===== config.mk =====
export PLATFORM = sky130hd
export DESIGN_NAME = iomem_vga_bridge_flat
export DESIGN_NICKNAME = d
export VERILOG_FILES = /design/src/rtl/iomem_vga_bridge_if.sv /design/src/rtl/iomem_vga_bridge.sv /design/src/flat_wrapper.sv
export SDC_FILE = /design/constraint.sdc
export NUM_CORES = 1
export LEC_CHECK = 0
export ABC_AREA = 1
export BUFFER_PORTS_ARGS = -buffer_cell sky130_fd_sc_hd__buf_2
export CAP_MARGIN = 10
export CORE_AREA = 8 8 156 217
export DETAILED_ROUTE_END_ITERATION = 8
export DIE_AREA = 0 0 164 225
export GPL_TIMING_DRIVEN = 1
export PLACE_DENSITY_LB_ADDON = 0.3
export SLEW_MARGIN = 20
export SYNTH_ARGS = -nofsm -noshare
export SYNTH_HDL_FRONTEND = slang
export SYNTH_SLANG_ARGS = --single-unit

===== constraint.sdc =====
create_clock -name clk -period 7.05 [get_ports clk]
set_input_delay 0.3525 -clock clk [delete_from_list [all_inputs] [get_ports clk]]
set_output_delay 0.3525 -clock clk [all_outputs]
set_load 0.02 [all_outputs]

===== src/rtl/iomem_vga_bridge_if.sv =====
// picosoc iomem bus bundle between the CPU and the VGA bridge.
// The master drives requests; the slave answers with ready/rdata.
interface iomem_vga_bridge_if;
   logic        iomem_valid;
   logic        iomem_ready;
   logic [3:0]  iomem_wstrb;
   logic [31:0] iomem_addr;
   logic [31:0] iomem_wdata;
   logic [31:0] iomem_rdata;

   modport master (
      output iomem_valid,
      output iomem_wstrb,
      output iomem_addr,
      output iomem_wdata,
      input  iomem_ready,
      input  iomem_rdata
   );

   modport slave (
      input  iomem_valid,
      input  iomem_wstrb,
      input  iomem_addr,
      input  iomem_wdata,
      output iomem_ready,
      output iomem_rdata
   );
endinterface


===== src/rtl/iomem_vga_bridge.sv =====
// Queues CPU writes to VGA video memory and drains them on vid_grant.
// CPU reads return the write FIFO status word.
module iomem_vga_bridge #(
   parameter int         ADDR_W = 13,
   parameter int         DEPTH  = 8,
   parameter logic [7:0] BASE   = 8'h04
) (
   input  logic                   clk,
   input  logic                   resetn,
   iomem_vga_bridge_if.slave      bus,
   input  logic                   vid_grant,
   output logic [ADDR_W-1:0]      vid_addr,
   output logic [31:0]            vid_wdata,
   output logic [3:0]             vid_wren,
   output logic [$clog2(DEPTH):0] fifo_level
);
   localparam int PW = $clog2(DEPTH);
   localparam int LW = PW + 1;

   typedef struct packed {
      logic [ADDR_W-1:0] addr;
      logic [31:0]       data;
      logic [3:0]        strb;
   } entry_t;

   entry_t        mem [DEPTH];
   entry_t        head;
   logic [PW-1:0] wptr;
   logic [PW-1:0] rptr;
   logic          sel;
   logic          is_wr;
   logic          full;
   logic          empty;
   logic          push;
   logic          pop;
   logic          done;
   logic [31:0]   status;

   // Full is judged on the level at cycle start, so a same-cycle
   // pop never opens a slot for a same-cycle push.
   always_comb begin
      sel   = bus.iomem_valid && !bus.iomem_ready &&
              (bus.iomem_addr[31:24] == BASE);
      is_wr = |bus.iomem_wstrb;
      full  = (fifo_level == LW'(DEPTH));
      empty = (fifo_level == '0);
      push  = sel && is_wr && !full;
      pop   = vid_grant && !empty;
      done  = sel && (!is_wr || !full);
      head  = mem[rptr];
      status = {14'd0, full, empty, 16'(fifo_level)};
   end

   always_ff @(posedge clk) begin
      if (push) begin
         mem[wptr] <= '{addr: bus.iomem_addr[ADDR_W+1:2],
                        data: bus.iomem_wdata,
                        strb: bus.iomem_wstrb};
      end
   end

   always_ff @(posedge clk or negedge resetn) begin
      if (!resetn) begin
         wptr       <= '0;
         rptr       <= '0;
         fifo_level <= '0;
      end else begin
         if (push) wptr <= wptr + PW'(1);
         if (pop)  rptr <= rptr + PW'(1);
         fifo_level <= fifo_level + LW'(push) - LW'(pop);
      end
   end

   always_ff @(posedge clk or negedge resetn) begin
      if (!resetn) begin
         bus.iomem_ready <= 1'b0;
         bus.iomem_rdata <= '0;
      end else begin
         bus.iomem_ready <= done;
         if (sel && !is_wr) bus.iomem_rdata <= status;
      end
   end

   always_ff @(posedge clk or negedge resetn) begin
      if (!resetn) begin
         vid_addr  <= '0;
         vid_wdata <= '0;
         vid_wren  <= '0;
      end else begin
         vid_wren <= pop ? head.strb : 4'd0;
         if (pop) begin
            vid_addr  <= head.addr;
            vid_wdata <= head.data;
         end
      end
   end
endmodule


===== src/flat_wrapper.sv =====
// flat-port wrapper written by rule: the top's interface ports become plain ports
module iomem_vga_bridge_flat 
#(
   parameter int         ADDR_W = 13,
   parameter int         DEPTH  = 8,
   parameter logic [7:0] BASE   = 8'h04
)
  (clk, resetn, vid_grant, vid_addr, vid_wdata, vid_wren, fifo_level, bus_iomem_valid, bus_iomem_wstrb, bus_iomem_addr, bus_iomem_wdata, bus_iomem_ready, bus_iomem_rdata);
  iomem_vga_bridge_if bus_i ();
  input  logic clk;
  input  logic resetn;
  input  logic vid_grant;
  output logic [ADDR_W-1:0] vid_addr;
  output logic [31:0] vid_wdata;
  output logic [3:0] vid_wren;
  output logic [$clog2(DEPTH):0] fifo_level;
  input wire logic [$bits(bus_i.iomem_valid)-1:0] bus_iomem_valid;
  input wire logic [$bits(bus_i.iomem_wstrb)-1:0] bus_iomem_wstrb;
  input wire logic [$bits(bus_i.iomem_addr)-1:0] bus_iomem_addr;
  input wire logic [$bits(bus_i.iomem_wdata)-1:0] bus_iomem_wdata;
  output wire logic [$bits(bus_i.iomem_ready)-1:0] bus_iomem_ready;
  output wire logic [$bits(bus_i.iomem_rdata)-1:0] bus_iomem_rdata;
  assign bus_i.iomem_valid = bus_iomem_valid;
  assign bus_i.iomem_wstrb = bus_iomem_wstrb;
  assign bus_i.iomem_addr = bus_iomem_addr;
  assign bus_i.iomem_wdata = bus_iomem_wdata;
  assign bus_iomem_ready = bus_i.iomem_ready;
  assign bus_iomem_rdata = bus_i.iomem_rdata;
  iomem_vga_bridge #(.ADDR_W(ADDR_W), .DEPTH(DEPTH), .BASE(BASE)) u_core (.clk(clk), .resetn(resetn), .bus(bus_i), .vid_grant(vid_grant), .vid_addr(vid_addr), .vid_wdata(vid_wdata), .vid_wren(vid_wren), .fifo_level(fifo_level));
endmodule

==> flow_results.xml, run 1 <==
<?xml version="1.0" encoding="UTF-8"?>
<metrics>
  <group name="outcome">
    <metric name="status" unit="">finished, final reports clean</metric>
  </group>
  <group name="floorplanning">
    <metric name="chipHeight" unit="um">225</metric>
    <metric name="num_rows" unit="">76</metric>
    <metric name="initial_core_util" unit="%">63.16</metric>
    <metric name="die_area" unit="sq um">36900</metric>
    <metric name="die_x" unit="um">164</metric>
    <metric name="coreArea" unit="sq um">30520</metric>
    <metric name="boundaryPins" unit="">158</metric>
  </group>
  <group name="global_route">
    <metric name="grt_max_degree" unit="">105</metric>
    <metric name="grt_first_pass_wirelength" unit="um">63310</metric>
    <metric name="track_usage" unit="%">22.14</metric>
    <metric name="via_count_of_the_first_global_routing_pass" unit="">12520</metric>
    <metric name="grt-ovfl-total" unit="">0</metric>
    <metric name="grt_antenna_before_repair" unit="">4</metric>
  </group>
  <group name="placement">
    <metric name="detailedPlace.worstSlack" unit="ns">3.789</metric>
    <metric name="place.detailed.hpwl" unit="um">21290</metric>
    <metric name="io_buffer_count" unit="">120</metric>
    <metric name="finalWeightedCongestion" unit="">0.7480</metric>
  </group>
  <group name="timing">
    <metric name="final.setup_skew" unit="ns">0.01681</metric>
    <metric name="setup_viol" unit="">0</metric>
    <metric name="layout_worst_path_cycle_share" unit="%">48.42</metric>
    <metric name="layout_setup_ws" unit="ns">3.636</metric>
    <metric name="rsz0062_at_grt" unit="">false</metric>
    <metric name="setup_total_negative_slack" unit="ns">0</metric>
    <metric name="finalMaxSlewViolations" unit="">0</metric>
    <metric name="hold_violations" unit="">0</metric>
    <metric name="max_slew_margin" unit="%">24.39</metric>
    <metric name="final_period_minus_worst_setup_slack" unit="ns">3.414</metric>
    <metric name="fmax" unit="GHz">0.2929</metric>
    <metric name="worst_slew_pin_slew" unit="ns">1.134</metric>
  </group>
  <group name="routing">
    <metric name="detail_route.vias_per_cell" unit="">5.405</metric>
    <metric name="route.vias.total" unit="">12590</metric>
    <metric name="drt_first_pass_iters" unit="">6</metric>
    <metric name="final_antenna_net_count" unit="">0</metric>
    <metric name="drt_drc_violations_left" unit="">0</metric>
    <metric name="wire_per_inst" unit="um">17.46</metric>
    <metric name="routed_wire_length" unit="um">40650</metric>
    <metric name="first_iter_violations" unit="">1194</metric>
  </group>
  <group name="clocking">
    <metric name="cts-root-to-sink-buffers" unit="">3</metric>
    <metric name="clock_tree.htree_level_count" unit="">2</metric>
    <metric name="cts.hold.buffers_added" unit="">0</metric>
    <metric name="number_of_buffers_created_by_cts" unit="">41</metric>
    <metric name="clock_tree_from_tritoncts" unit="">done</metric>
    <metric name="numClockSinks" unit="">458</metric>
    <metric name="cts.repair.resized" unit="">0</metric>
    <metric name="clk_transition_reported_paths" unit="ns">0.07</metric>
    <metric name="post_cts.repair.setup_buffers" unit="">0</metric>
    <metric name="clk_root_buffer_cell" unit="">sky130_fd_sc_hd__clkbuf_16</metric>
    <metric name="worst_skew_pair.late_latency" unit="ns">0.54</metric>
  </group>
  <group name="logic_synthesis">
    <metric name="ys_seq_elements" unit="">458</metric>
    <metric name="yosys_warnings" unit="">0</metric>
    <metric name="post_synth_instance_area" unit="sq um">19280</metric>
    <metric name="synth-adder-area-share" unit="%">0.6230</metric>
    <metric name="synth.mux.area_fraction" unit="%">0</metric>
    <metric name="postSynthAreaPerCell" unit="sq um">10.66</metric>
    <metric name="synth_cells" unit="">1809</metric>
    <metric name="combinational_family_with_the_most_area_after_synthesis" unit="">simple AND/OR/NAND/NOR gates</metric>
    <metric name="ys_seq_area_share" unit="%">69.62</metric>
    <metric name="fraction_of_synthesized_cell_area_in_xor_and_xnor_cells" unit="%">0.2271</metric>
    <metric name="synth.lib_cells_used.distinct" unit="">23</metric>
    <metric name="synth-compound-area-share" unit="%">0.6230</metric>
    <metric name="synth_simple_gate_area_share" unit="%">19.63</metric>
  </group>
  <group name="worst_setup_path">
    <metric name="cp_data_required_time" unit="ns">7.49</metric>
    <metric name="crit_type" unit="">reg2reg</metric>
    <metric name="cpMaxStageDelayCell" unit="">sky130_fd_sc_hd__buf_4</metric>
    <metric name="critPathMaxStageDelay" unit="ns">0.90</metric>
    <metric name="crit_path_cell_trace" unit="">inv_6 -&gt; buf_4 -&gt; o21ai_0 -&gt; nand3_1 -&gt; nand2_1 -&gt; nor2_1</metric>
    <metric name="cp_data_arrival_time" unit="ns">3.85</metric>
    <metric name="critPathMaxFanout" unit="">104</metric>
    <metric name="critical_path_endpoint_category" unit="">register</metric>
    <metric name="worstSetupStartpointType" unit="">register</metric>
  </group>
  <group name="run">
    <metric name="max_cap_violations" unit="">0</metric>
  </group>
  <group name="finish">
    <metric name="layout-drive-gt1-share" unit="%">11.11</metric>
    <metric name="design.final.nets" unit="">1984</metric>
    <metric name="synthToLayoutAreaGrowth" unit="%">10.50</metric>
  </group>
  <group name="pwr">
    <metric name="total_leakage_power" unit="nW">9.410</metric>
    <metric name="power.ir.vdd_worst" unit="mV">0.4045</metric>
    <metric name="power.density" unit="nW/um^2">360.7</metric>
  </group>
  <group name="worst_hold_path">
    <metric name="hold_path_class" unit="">in2reg</metric>
  </group>
</metrics>
state kept, by name, indices dropped and copies added (netlist names):
signal / count
u_core.bus.iomem_rdata: 6
u_core.vid_wren: 4
u_core.rptr: 3
u_core.bus.iomem_ready: 1
u_core.mem: 392
u_core.fifo_level: 4
u_core.vid_wdata: 32
u_core.wptr: 3
u_core.vid_addr: 13
synth_stat cells, drive strengths merged:
cell type / n / share of area, %
a21oi: 1 / 0.026
buf: 98 / 3.3
clkbuf: 13 / 0.25
conb: 1 / 0.019
dfrtp: 66 / 8.6
edfxtp: 392 / 61
fa: 1 / 0.10
ha: 8 / 0.52
inv: 291 / 5.7
nand2: 571 / 11
nand3: 281 / 7.3
nand4: 4 / 0.13
nor2: 54 / 1.1
o21ai: 23 / 0.60
xnor2: 2 / 0.091
xor2: 3 / 0.14
layout make-up:
class | instances | area [sq um]
Multi-Input combinational cell | 974 | 4229
Tap cell | 390 | 488.0
Clock inverter | 16 | 121.4
Antenna cell | 3 | 7.507
Inverter | 291 | 1100
Sequential cell | 458 | 13430
Clock buffer | 60 | 1190
Timing Repair Buffer | 137 | 737.0
Fill cell | 2006 | 9220
kinds of logic (layout without fill, tap and decap cells):
group           after synthesis  in the layout
simple gates                910            910
buf+inv                     402            504
compound gates               24             24
xor+xnor                      5              5
flops                       458            458
other cells                   1             29
fa+ha+maj                     9              9
path summary, 6_finish.rpt:
path,slack [ns],to,startpoint,cells past startpoint
max,3.64,u_core.vid_wren[3],u_core.rptr[0],6
min,0.07,u_core.mem[1][48],bus_iomem_addr[14],1
max reg2reg,3.64,u_core.vid_wren[3],u_core.rptr[0],6
min reg2reg,0.47,u_core.vid_wdata[18],u_core.vid_wdata[18],2
max in group asynchronous,6.06,u_core.rptr[0],resetn,2
min in group asynchronous,0.42,u_core.vid_wren[3],resetn,2
placed cells by master, fill, tap and decap left out, types with 9 or more instances in the layout:
master and n:
sky130_fd_sc_hd__o21ai_1 13, sky130_fd_sc_hd__inv_1 287, sky130_fd_sc_hd__nand2_1 570, sky130_fd_sc_hd__buf_4 16, sky130_fd_sc_hd__dfrtp_1 63, sky130_fd_sc_hd__edfxtp_1 392
sky130_fd_sc_hd__nor2_1 45, sky130_fd_sc_hd__buf_2 119, sky130_fd_sc_hd__clkbuf_1 12, sky130_fd_sc_hd__clkbuf_16 43, sky130_fd_sc_hd__nand3_1 281, sky130_fd_sc_hd__nor2_4 9
sky130_fd_sc_hd__o21ai_0 10, sky130_fd_sc_hd__conb_1 26
worst max-delay path: cells and delay by family, from the launching register on:
family | cells | cell delay (ns)
and+or+nand+nor | 3 | 0.42
AOI/OAI and AO/OA | 1 | 0.21
DFF | 1 | 0.88
buffers and inverters | 2 | 1.66
where the power goes:
group	internal (mW)	total [mW]	leakage, nW	switching, mW
clock network	1.22	2.14	0.643	0.923
registers	3.11	3.34	4.34	0.227
logic	0.681	2.21	4.43	1.53
total	5.01	7.68	9.41	2.68
per-stage QoR:
step                      instance area (sq um)  power, mW  instances  util (%)  hold slack [ns]
final                                     21300      7.685       2329     69.79          0.06843
after global placement                    19970      5.496       2249     65.43           0.4576
after detailed placement                  19970      5.578       2249     65.43           0.4609
after global routing                      21300      8.060       2326     69.77          0.06110
after floorplan                           19370      5.023       1834         -          0.05691
after CTS                                 21280      7.706       2325     69.72          0.01687
layer usage:
layer / part of all wire [%] / vias to the layer above / wire (um) / track usage, %
met5: 0.086 / - / 35 / 0
li1: - / 5955 / - / -
met3: 8.7 / 118 / 3547 / 4.333
met4: 3.2 / 6 / 1284 / 9.497
met2: 51 / 564 / 20560 / 38.56
met1: 37 / 5945 / 15230 / 26.32
No activity file was read; power rests on OpenSTA's default activity.
==> run 2, diff against run 1 <==
--- a/config.mk
+++ b/config.mk
@@ -5,12 +5,12 @@
 export SDC_FILE = /design/constraint.sdc
 export NUM_CORES = 1
 export LEC_CHECK = 0
-export ABC_AREA = 1
+export ABC_AREA = 0
 export BUFFER_PORTS_ARGS = -buffer_cell sky130_fd_sc_hd__buf_2
 export CAP_MARGIN = 10
-export CORE_AREA = 8 8 156 217
+export CORE_AREA = 8 8 164 228
 export DETAILED_ROUTE_END_ITERATION = 8
-export DIE_AREA = 0 0 164 225
+export DIE_AREA = 0 0 172 236
 export GPL_TIMING_DRIVEN = 1
 export PLACE_DENSITY_LB_ADDON = 0.3
 export SLEW_MARGIN = 20
==> constraint.sdc (replaced) <==
create_clock -name clk -period 2.8 [get_ports clk]
set_input_delay 0.14 -clock clk [delete_from_list [all_inputs] [get_ports clk]]
set_output_delay 0.14 -clock clk [all_outputs]
set_load 0.02 [all_outputs]
==> run 2 against run 1 <==
  * Power grew 150%
  * Maximum frequency grew 45%
  * Via count shrank 26%
  * Flip-flop and latch count is the same
  * Register-to-register slack lost 3.2 ns
  * Wire length shrank 12%
  * Largest cell class unchanged
  * Largest power group unchanged
  * Highest routed layer is now met4
==> flow_results.xml, run 2 <==
<?xml version="1.0" encoding="UTF-8"?>
<metrics>
  <group name="timing">
    <metric name="final.hold.worst_slack" unit="ns">0.04488</metric>
    <metric name="max_slew_margin" unit="%">52.72</metric>
    <metric name="setup_total_negative_slack" unit="ns">0</metric>
    <metric name="rsz0062_at_grt" unit="">false</metric>
    <metric name="fmax" unit="GHz">0.4243</metric>
    <metric name="finalMaxSlewViolations" unit="">0</metric>
    <metric name="layout_worst_path_cycle_share" unit="%">84.17</metric>
    <metric name="setup_viol" unit="">0</metric>
    <metric name="worst_slew_pin_slew" unit="ns">0.7092</metric>
    <metric name="hold_violations" unit="">0</metric>
    <metric name="final.setup_skew" unit="ns">0.02211</metric>
    <metric name="final_period_minus_worst_setup_slack" unit="ns">2.357</metric>
  </group>
  <group name="worst_hold_path">
    <metric name="hold_path_class" unit="">in2reg</metric>
  </group>
  <group name="finish">
    <metric name="largest_registers" unit="">u_core.mem: 392 flops, u_core.vid_wdata: 32 flops, u_core.vid_addr: 13 flops</metric>
    <metric name="design.final.nets" unit="">1296</metric>
    <metric name="multiInputGateArea" unit="sq um">3837</metric>
    <metric name="most_common_library_cell_in_the_layout_ignoring_fill_and_taps" unit="">sky130_fd_sc_hd__edfxtp_1</metric>
    <metric name="max_reg_flops" unit="">392</metric>
    <metric name="fin_util" unit="%">61.98</metric>
    <metric name="num-fill-cells" unit="">2467</metric>
    <metric name="layout-drive-gt1-share" unit="%">19.79</metric>
    <metric name="synthToLayoutAreaGrowth" unit="%">18.61</metric>
    <metric name="most-common-layout-cells" unit="">sky130_fd_sc_hd__edfxtp_1, sky130_fd_sc_hd__mux2i_1, sky130_fd_sc_hd__buf_2</metric>
    <metric name="largest-register" unit="">u_core.mem</metric>
    <metric name="seqCellArea" unit="sq um">13430</metric>
  </group>
  <group name="routing">
    <metric name="drt_drc_violations_left" unit="">0</metric>
    <metric name="final_antenna_net_count" unit="">0</metric>
    <metric name="first_iter_violations" unit="">653</metric>
    <metric name="drt_first_pass_iters" unit="">5</metric>
    <metric name="detail_route.vias_per_cell" unit="">5.494</metric>
    <metric name="routed_wire_length" unit="um">35810</metric>
    <metric name="route.vias.total" unit="">9340</metric>
    <metric name="wire_per_inst" unit="um">21.06</metric>
  </group>
  <group name="worst_setup_path">
    <metric name="critical_path_endpoint_category" unit="">register</metric>
    <metric name="worst-r2r-setup-slack" unit="ns">0.44</metric>
    <metric name="cp_data_required_time" unit="ns">3.22</metric>
    <metric name="crit_start" unit="">u_core.bus.iomem_ready</metric>
    <metric name="critPathMaxFanout" unit="">7</metric>
    <metric name="crit_type" unit="">reg2reg</metric>
    <metric name="r2r_end" unit="">u_core.fifo_level[2]</metric>
    <metric name="worst-r2r-cell-count" unit="">9</metric>
    <metric name="regToRegStartpoint" unit="">u_core.bus.iomem_ready</metric>
    <metric name="worstSetupStartpointType" unit="">register</metric>
    <metric name="cp-endpoint" unit="">u_core.fifo_level[2]</metric>
    <metric name="cp_data_arrival_time" unit="ns">2.77</metric>
  </group>
  <group name="global_route">
    <metric name="grt_max_degree" unit="">94</metric>
    <metric name="grt_antenna_before_repair" unit="">1</metric>
    <metric name="track_usage" unit="%">17.56</metric>
    <metric name="via_count_of_the_first_global_routing_pass" unit="">9788</metric>
    <metric name="grt_first_pass_wirelength" unit="um">54680</metric>
    <metric name="grt-ovfl-total" unit="">0</metric>
  </group>
  <group name="logic_synthesis">
    <metric name="ys_seq_elements" unit="">458</metric>
    <metric name="number_of_flops_mapped_to_enable_cells_by_yosys" unit="">392</metric>
    <metric name="synth_common_cells" unit="">sky130_fd_sc_hd__edfxtp_1, sky130_fd_sc_hd__mux2i_1, sky130_fd_sc_hd__a22oi_1, sky130_fd_sc_hd__dfrtp_1, sky130_fd_sc_hd__inv_1</metric>
    <metric name="synth_area_leaders" unit="">sky130_fd_sc_hd__edfxtp_1, sky130_fd_sc_hd__mux2i_1, sky130_fd_sc_hd__dfrtp_1</metric>
    <metric name="synthArstFlopShare" unit="%">14.41</metric>
    <metric name="synth_top_flop_cell" unit="">sky130_fd_sc_hd__edfxtp_1</metric>
    <metric name="postSynthAreaPerCell" unit="sq um">17.25</metric>
    <metric name="post_synth_instance_area" unit="sq um">17680</metric>
    <metric name="post-synth-top-count-cell" unit="">sky130_fd_sc_hd__edfxtp_1</metric>
    <metric name="yosys_warnings" unit="">0</metric>
    <metric name="fraction_of_synthesized_cell_area_taken_by_the_top_area_cell_type" unit="%">66.58</metric>
    <metric name="synth_cells" unit="">1025</metric>
    <metric name="post-synth-top-area-cell" unit="">sky130_fd_sc_hd__edfxtp_1</metric>
    <metric name="synth.lib_cells_used.distinct" unit="">33</metric>
    <metric name="ys_seq_area_share" unit="%">75.92</metric>
  </group>
  <group name="pwr">
    <metric name="power_frac_clock" unit="%">29.7</metric>
    <metric name="power" unit="mW">19.00</metric>
    <metric name="power.density" unit="nW/um^2">906.2</metric>
    <metric name="net_switching_power" unit="mW">5.799</metric>
    <metric name="sequentialPowerShare" unit="%">43.1</metric>
    <metric name="power.ir.vdd_worst" unit="mV">0.7160</metric>
    <metric name="total_leakage_power" unit="nW">7.928</metric>
    <metric name="share_comb_of_total_power" unit="%">27.2</metric>
    <metric name="power.internal" unit="mW">13.20</metric>
    <metric name="sw_frac_of_total" unit="%">30.51</metric>
  </group>
  <group name="clocking">
    <metric name="post_cts.repair.setup_buffers" unit="">0</metric>
    <metric name="clock_tree_from_tritoncts" unit="">done</metric>
    <metric name="clk_transition_reported_paths" unit="ns">0.06</metric>
    <metric name="clk_root_buffer_cell" unit="">sky130_fd_sc_hd__clkbuf_16</metric>
    <metric name="clock_tree.htree_level_count" unit="">2</metric>
    <metric name="number_of_buffers_created_by_cts" unit="">42</metric>
    <metric name="cts-root-to-sink-buffers" unit="">3</metric>
    <metric name="worst_skew_pair.late_latency" unit="ns">0.54</metric>
    <metric name="numClockSinks" unit="">458</metric>
  </group>
  <group name="floorplanning">
    <metric name="die_x" unit="um">172</metric>
    <metric name="num_rows" unit="">80</metric>
    <metric name="chipHeight" unit="um">236</metric>
    <metric name="initial_core_util" unit="%">52.26</metric>
    <metric name="boundaryPins" unit="">158</metric>
    <metric name="coreArea" unit="sq um">33830</metric>
    <metric name="die_area" unit="sq um">40590</metric>
  </group>
  <group name="run">
    <metric name="max_cap_violations" unit="">0</metric>
  </group>
  <group name="outcome">
    <metric name="status" unit="">finished, final reports clean</metric>
  </group>
  <group name="placement">
    <metric name="io_buffer_count" unit="">120</metric>
    <metric name="place.detailed.hpwl" unit="um">19780</metric>
    <metric name="finalWeightedCongestion" unit="">0.7091</metric>
  </group>
</metrics>
-- run 2: critical path, cell delays in order, from the launching register on --
cell	delay, ns
sky130_fd_sc_hd__dfrtp_2	0.40
sky130_fd_sc_hd__or4b_4	0.49
sky130_fd_sc_hd__nor4_4	0.19
sky130_fd_sc_hd__buf_4	0.19
sky130_fd_sc_hd__nand2_4	0.12
sky130_fd_sc_hd__inv_1	0.09
sky130_fd_sc_hd__ha_1	0.17
sky130_fd_sc_hd__inv_1	0.06
sky130_fd_sc_hd__fa_1	0.40
sky130_fd_sc_hd__xnor2_1	0.13
-- run 2: kinds of logic after synthesis --
logic type               share of synthesized area [%]
AND/OR/NAND/NOR                                  2.378
multiplexers                                     11.94
AO/OA/AOI/OAI                                    5.209
flip-flops                                       75.92
XOR/XNOR                                        0.2972
adder cells (fa/ha/maj)                         0.6794
other                                          0.02121
buffers and inverters                            3.553
-- run 2: metrics by stage --
step	std cells	worst slack [ns]	cell area, sq um
after CTS	1699	0.3845	20960
final	1700	0.4433	20970
after global routing	1700	0.2130	20970
after detailed placement	1572	0.4042	19090
after global placement	1572	0.4282	19090
after floorplan	1050	-0.6113	17870
-- run 2: cell type report --
class,instances,area share (%)
Antenna cell,1,0.01193
Tap cell,451,2.691
Sequential cell,458,64.03
Inverter,56,1.008
Timing Repair Buffer,199,7.393
Multi-Input combinational cell,458,18.30
Clock buffer,56,5.507
Clock inverter,21,1.056
-- run 2: power groups by stage --
stage | clock network (mW) | logic [mW] | registers, mW
after floorplan | 0 | 3.19 | 8.68
after global placement | 0 | 5.05 | 8.32
after detailed placement | 0 | 5.14 | 8.34
after CTS | 5.75 | 5.23 | 8.20
after global routing | 5.99 | 5.60 | 8.25
final | 5.65 | 5.16 | 8.19
-- run 2: routing by layer --
layer  global-route usage, %  vias to the layer above  wire length [um]
met4                   4.741                        0               619
li1                        -                     4269                 -
met5                       0                        -                 0
met2                   30.98                      248             18610
met1                   21.87                     4777             14610
met3                   2.909                       46              1973
-- run 2: how the worst min path moves through the flow --
stage	from	endpoint	cells past startpoint
finish	bus_iomem_addr[29]	u_core.bus.iomem_ready	4
detailed placement	resetn	u_core.vid_wren[2]	1
floorplan	resetn	u_core.bus.iomem_rdata[0]	0
global route	bus_iomem_addr[29]	u_core.bus.iomem_ready	4
CTS	bus_iomem_addr[29]	u_core.bus.iomem_ready	4
global placement	resetn	u_core.vid_wren[2]	1
-- run 2: what timing repair did --
action	in CTS	in global routing
resized for setup	0	0
endpoints found under the hold margin	458	0
hold buffers	50	0
